===== src/rtl/arp_pkg.sv =====
`default_nettype none
// ============================================================================
// Module   : arp_pkg
// Brief    : Shared ARP constants, field bundle and FSM encoding (TX and RX).
// Revision : 1.0
// ============================================================================
package arp_pkg;

    localparam logic [15:0] ARP_HTYPE_ETH  = 16'h0001;
    localparam logic [15:0] ARP_PTYPE_IPV4 = 16'h0800;
    localparam logic [7:0]  ARP_HLEN       = 8'd6;
    localparam logic [7:0]  ARP_PLEN       = 8'd4;
    localparam logic [15:0] ARP_OP_REQ     = 16'd1;
    localparam logic [15:0] ARP_OP_REP     = 16'd2;
    localparam int          ARP_NWORDS     = 7;

    localparam logic [0:0]  ST_IDLE = 1'b0;
    localparam logic [0:0]  ST_SEND = 1'b1;

    // Field order matches wire order, so the 224-bit bundle is the payload.
    typedef struct packed {
        logic [15:0] htype;
        logic [15:0] ptype;
        logic [7:0]  hlen;
        logic [7:0]  plen;
        logic [15:0] oper;
        logic [47:0] sha;
        logic [31:0] spa;
        logic [47:0] tha;
        logic [31:0] tpa;
    } arp_fields_t;

endpackage
`default_nettype wire


===== src/rtl/arp_word_sel.sv =====
`default_nettype none
// ============================================================================
// Module   : arp_word_sel
// Brief    : Combinational selector of one 32-bit big-endian ARP payload word.
// Revision : 1.0
// ============================================================================
module arp_word_sel
    import arp_pkg::*;
#(
    parameter int CNT_W = 3
) (
    input  arp_fields_t      fields_i,
    input  logic [CNT_W-1:0] cnt_i,
    output logic [31:0]      word_o
);

    always_comb begin
        word_o = 32'h0;
        case (cnt_i)
            CNT_W'(0): word_o = {fields_i.htype, fields_i.ptype};
            CNT_W'(1): word_o = {fields_i.hlen, fields_i.plen, fields_i.oper};
            CNT_W'(2): word_o = fields_i.sha[47:16];
            CNT_W'(3): word_o = {fields_i.sha[15:0], fields_i.spa[31:16]};
            CNT_W'(4): word_o = {fields_i.spa[15:0], fields_i.tha[47:32]};
            CNT_W'(5): word_o = fields_i.tha[31:0];
            CNT_W'(6): word_o = fields_i.tpa;
            default:   word_o = 32'h0;
        endcase
    end

endmodule
`default_nettype wire


===== src/rtl/arp_tx.sv =====
`default_nettype none
// ============================================================================
// Module   : arp_tx
// Brief    : Latches one ARP field set and streams it as seven 32-bit words.
// Revision : 1.0
// ============================================================================
module arp_tx
    import arp_pkg::*;
#(
    parameter int NWORDS = ARP_NWORDS,
    parameter int CNT_W  = 3
) (
    input  logic        clk,
    input  logic        rst,
    input  logic        in_valid,
    output logic        in_ready,
    input  logic [15:0] hdr_type,
    input  logic [15:0] proto_type,
    input  logic [7:0]  hdr_addr_length,
    input  logic [7:0]  pro_addr_length,
    input  logic [15:0] operation,
    input  logic [47:0] send_hdr_addr,
    input  logic [31:0] send_ip_addr,
    input  logic [47:0] target_hdr_addr,
    input  logic [31:0] target_ip_addr,
    output logic [31:0] out_word,
    output logic        out_valid,
    input  logic        out_ready,
    output logic        out_last,
    output logic        tx_done
);

    localparam logic [CNT_W-1:0] LAST_IDX = CNT_W'(NWORDS - 1);

    logic [0:0]       state_q, state_d;
    logic [CNT_W-1:0] cnt_q, cnt_d;
    arp_fields_t      fields_q, fields_d;
    logic [31:0]      out_word_q, word_d;
    logic             out_valid_q, out_valid_d;
    logic             out_last_q, out_last_d;
    logic             tx_done_q, tx_done_d;

    assign in_ready  = (state_q == ST_IDLE) && !rst;
    assign out_word  = out_word_q;
    assign out_valid = out_valid_q;
    assign out_last  = out_last_q;
    assign tx_done   = tx_done_q;

    always_comb begin
        state_d     = state_q;
        cnt_d       = cnt_q;
        fields_d    = fields_q;
        out_valid_d = out_valid_q;
        out_last_d  = out_last_q;
        tx_done_d   = 1'b0;
        case (state_q)
            ST_IDLE: begin
                out_valid_d = 1'b0;
                out_last_d  = 1'b0;
                if (in_valid) begin
                    fields_d    = {hdr_type, proto_type, hdr_addr_length, pro_addr_length,
                                   operation, send_hdr_addr, send_ip_addr,
                                   target_hdr_addr, target_ip_addr};
                    cnt_d       = '0;
                    state_d     = ST_SEND;
                    out_valid_d = 1'b1;
                end
            end
            ST_SEND: begin
                if (out_valid_q && out_ready) begin
                    if (cnt_q == LAST_IDX) begin
                        state_d     = ST_IDLE;
                        out_valid_d = 1'b0;
                        out_last_d  = 1'b0;
                        tx_done_d   = 1'b1;
                    end else begin
                        cnt_d      = cnt_q + CNT_W'(1);
                        out_last_d = (cnt_q + CNT_W'(1)) == LAST_IDX;
                    end
                end
            end
            default: state_d = ST_IDLE;
        endcase
    end

    // The output word is registered from next-state fields/counter so word0 appears right after accept.
    arp_word_sel #(.CNT_W(CNT_W)) u_word_sel (
        .fields_i (fields_d),
        .cnt_i    (cnt_d),
        .word_o   (word_d)
    );

    always_ff @(posedge clk) begin
        if (rst) begin
            state_q     <= ST_IDLE;
            cnt_q       <= '0;
            fields_q    <= '0;
            out_word_q  <= 32'h0;
            out_valid_q <= 1'b0;
            out_last_q  <= 1'b0;
            tx_done_q   <= 1'b0;
        end else begin
            state_q     <= state_d;
            cnt_q       <= cnt_d;
            fields_q    <= fields_d;
            out_word_q  <= word_d;
            out_valid_q <= out_valid_d;
            out_last_q  <= out_last_d;
            tx_done_q   <= tx_done_d;
        end
    end

endmodule
`default_nettype wire


===== config.mk =====
export PLATFORM = sky130hd
export DESIGN_NAME = arp_tx
export DESIGN_NICKNAME = d
export VERILOG_FILES = /design/src/rtl/arp_pkg.sv /design/src/rtl/arp_word_sel.sv /design/src/rtl/arp_tx.sv
export SDC_FILE = /design/constraint.sdc
export NUM_CORES = 1
export LEC_CHECK = 0
export BUFFER_PORTS_ARGS = -buffer_cell sky130_fd_sc_hd__buf_2
export CAP_MARGIN = 20
export CORE_MARGIN = 2
export CORE_UTILIZATION = 30
export DETAILED_ROUTE_END_ITERATION = 10
export PLACE_DENSITY = 0.61
export SLEW_MARGIN = 10
export SYNTH_ARGS = -nofsm -noshare
export SYNTH_HDL_FRONTEND = slang
export SYNTH_SLANG_ARGS = --single-unit

===== constraint.sdc =====
create_clock -name clk -period 2.9 [get_ports clk]
set_clock_uncertainty 0.2 [all_clocks]
set_input_delay 0.145 -clock clk [delete_from_list [all_inputs] [get_ports clk]]
set_output_delay 0.145 -clock clk [all_outputs]
set_load 0.005 [all_outputs]

==> key figures <==
Global route
  – GR Util met1: 29.7%
  – Grt total ovfl: 0
  – Routing usage on met3: 3.46%
  – Vias in the first global route: 11,800
  – GR Util met2: 32.5%
  – Gr busiest metal: met2
  – First-pass GRT wire length: 65,300 um
  – Initial antenna violation count: 3
  – Largest net degree at the start of global routing: 109
  – GRT Resource Usage Total: 21.1%

Critical path
  – CP bufs+invs: 3
  – Critical R2R Capture: out_word[8]
  – Worst R2R Setup Slack: 90 ps
  – Critical-path top delay cell: a2111oi_1
  – Slowest Stage Delay on Critical Path: 560 ps
  – Largest delay share family, worst path: compound AO/OA/AOI/OAI gates
  – Cell mode on critical path: buf_4
  – Worst-path cell chain: inv_1 -> ha_1 -> and2_1 -> o211ai_2 -> o21ai_4 -> buf_4 -> a2111oi_1 -> buf_4 -> o21ai_0 -> a31oi_1
  – WP data required: 3200 ps
  – WS Path Type: reg -> reg
  – CP Data Arrival Time: 3110 ps
  – CP Launch Type: flip-flop
  – Worst-path fanout max: 18
  – FF-to-FF Start: cnt_q[0]
  – Element type at the critical path end: flip-flop
  – Critical Path Source: cnt_q[0]
  – Reg2reg path depth: 10

STA
  – Fin crit share: 96.8%
  – Fin. Hold Viols: 0
  – Max-slew violations: 0
  – TNS Setup: 0 ps
  – Worst Tran Pin Value: 895 ps
  – Fmax: 356 MHz
  – Final Setup Violations: 0
  – Worst setup margin: 93.9 ps
  – RSZ-0062 raised after global routing: no
  – Worst rel slew slack: 40.1%
  – Fin crit period: 2810 ps

Run status
  – Status: complete, no violations

Power
  – Register share of total power: 43.8%
  – Leak: 0.00730 uW
  – Worst vdd ir: 0.310 mV
  – Clock power share: 40.7%
  – Power Internal: 6630 uW
  – PD cells: 524 nW/um2
  – Total power: 9010 uW
  – Power share of the combinational group: 15.5%
  – Switching share of power: 26.4%
  – Sw Pwr: 2380 uW

Routing
  – DRC violations left: 0
  – DR WL/cell: 17.5 um
  – DRT Pass-1 Iters: 5
  – Antenna viol nets, final: 0
  – Final wirelength: 43,700 um
  – 1st-iter DRT viols: 1,013
  – Vias post-DR: 12,400
  – Vias per Instance: 4.98

Placed design
  – Post-Place Setup Slack: 82.3 ps
  – Port Buf Inserts: 263
  – Detailed Place HPWL: 28,500 um
  – GPL Wtd Cong: 0.882

Cells and area
  – Filler cells: 3,630
  – Core Util, Final: 45.8%
  – Reg area: 5270 um2
  – Layout cells sized above 1: 19.2%
  – # nets final: 2,187
  – Multi-input gate area: 5560 um2
  – Area Overhead vs Synth: 50.6%

Synthesis
  – Synth area leaders: dfxtp_1 (46%), nand2_1 (15%), a21oi_1 (8.8%), mux2i_1 (6.1%), buf_2 (2.0%)
  – Synthesis Warnings: 0
  – Largest area contributor in the netlist: dfxtp_1
  – Async SR Flop Fraction: 0%
  – Commonest cells in the netlist: nand2_1 (471), dfxtp_1 (263), a21oi_1 (202)
  – Synth top area share: 46.1%
  – Post-Syn Area per Cell: 7.91 um2
  – Mapped Cells: 1,444
  – Syn_nets: 1,675
  – Sequential share of the synthesized area: 46.1%
  – Most frequent cell after synthesis: nand2_1
  – Post-synthesis register bit count: 263
  – Post-synth EDFFs: 0
  – Most used flip-flop cell after synthesis: dfxtp_1
  – Synth cell types: 56
  – Synthesized cell area: 11,400 um2

Floorplanning
  – Die Footprint: 39,700 um2
  – Placement Rows: 71
  – Chip Width: 199 um
  – Core box area: 37,600 um2
  – Die Ht: 199 um
  – Starting Density: 30.4%
  – IO Pins: 264

Hold path
  – WHS Path Cells: 3
  – Hold endpoint: cnt_q[2]
  – HP Class: in -> reg
  – Hold Crit Start: rst

CTS
  – Worst skew pair latency: 570 ps
  – CTS H-tree lvls: 1
  – CTS sink count: 263
  – Cts bufs inserted: 29
  – Number of buffers on the longest clock path: 3
  – TritonCTS clock tree: yes
  – Clock-pin transition on the worst setup and hold timing paths: 60 ps
  – Postcts setup bufs: 0
  – CTS Root Cell: clkbuf_16

Job
  – MaxCap Viol Count: 0
registers in the layout, indices dropped and copies added, names as in the netlist:
signal / count
fields_q: 224
tx_done: 1
out_valid: 1
out_word: 32
out_last: 1
state_q: 1
cnt_q: 3
timing repair:
item / in CTS / in global routing
hold buffers: 296 / 0
resized for setup: 0 / 5
endpoints found under the hold margin: 260 / 0
setup endpoints to repair: 0 / 37
cells in the final DEF (no fill, tap or decap), types with 21 or more instances in the layout:
master	Yosys	final
dfxtp_1	263	263
buf_2	46	262
clkbuf_16	0	29
nand4_1	21	21
dlygate4sd3_1	0	296
buf_4	4	37
a21oi_1	202	202
nor2_1	53	53
nand3_1	24	24
nand2_1	471	471
mux2i_1	70	70
o21ai_0	22	22
metal layers:
metal / vias up / routed length (um)
li1: 6002 / -
met1: 5834 / 19700
met2: 504 / 19600
met3: 82 / 3000
met4: 0 / 1330
met5: - / 0
power by group through the flow:
stage | Clock, uW | Combinational [uW] | Sequential, uW
global route | 3890 | 1520 | 3960
finish | 3670 | 1400 | 3940
floorplan | 0 | 607 | 3980
detailed placement | 0 | 1050 | 4020
global placement | 0 | 1040 | 4010
CTS | 3730 | 1370 | 3940
tightest hold or removal path, stage by stage:
cell and delay (ps):
buf_6 260, buf_12 300, nor2_1 130
layout make-up:
cell class,count,share of cell area (%)
diodes,5,0.0727
clock buffers,44,4.95
clock inverters,10,0.524
inverters,13,0.284
multi-input cells,1044,32.3
flip-flops and latches,263,30.6
well taps,511,3.72
repair buffers,605,27.5
kinds of logic after synthesis:
logic type	share of synthesized area [%]
fa+ha+maj	0.329
mux	6.23
simple gates	21.2
xor+xnor	0.153
buf+inv	5.60
compound gates	20.4
flops	46.1
per-stage QoR:
step                      cells  area (um2)  hold WS (ps)
after floorplan            1444       11400          81.0
after global placement     2140       13300           189
after detailed placement   2140       13300           193
after CTS                  2490       17200           106
after global routing       2493       17200           150
final                      2495       17200           143
worst max-delay path by stage:
stage                    to  slack (ps)  cells past startpoint
5_1_grt         out_word[8]           1                     10
2_1_floorplan  out_word[12]         330                     11
3_5_place_dp    out_word[2]          80                     10
6_report        out_word[8]          90                     10
4_1_cts         out_word[8]          40                     10
3_3_place_gp    out_word[8]         140                     10
Power figures use the tool's default switching activity.
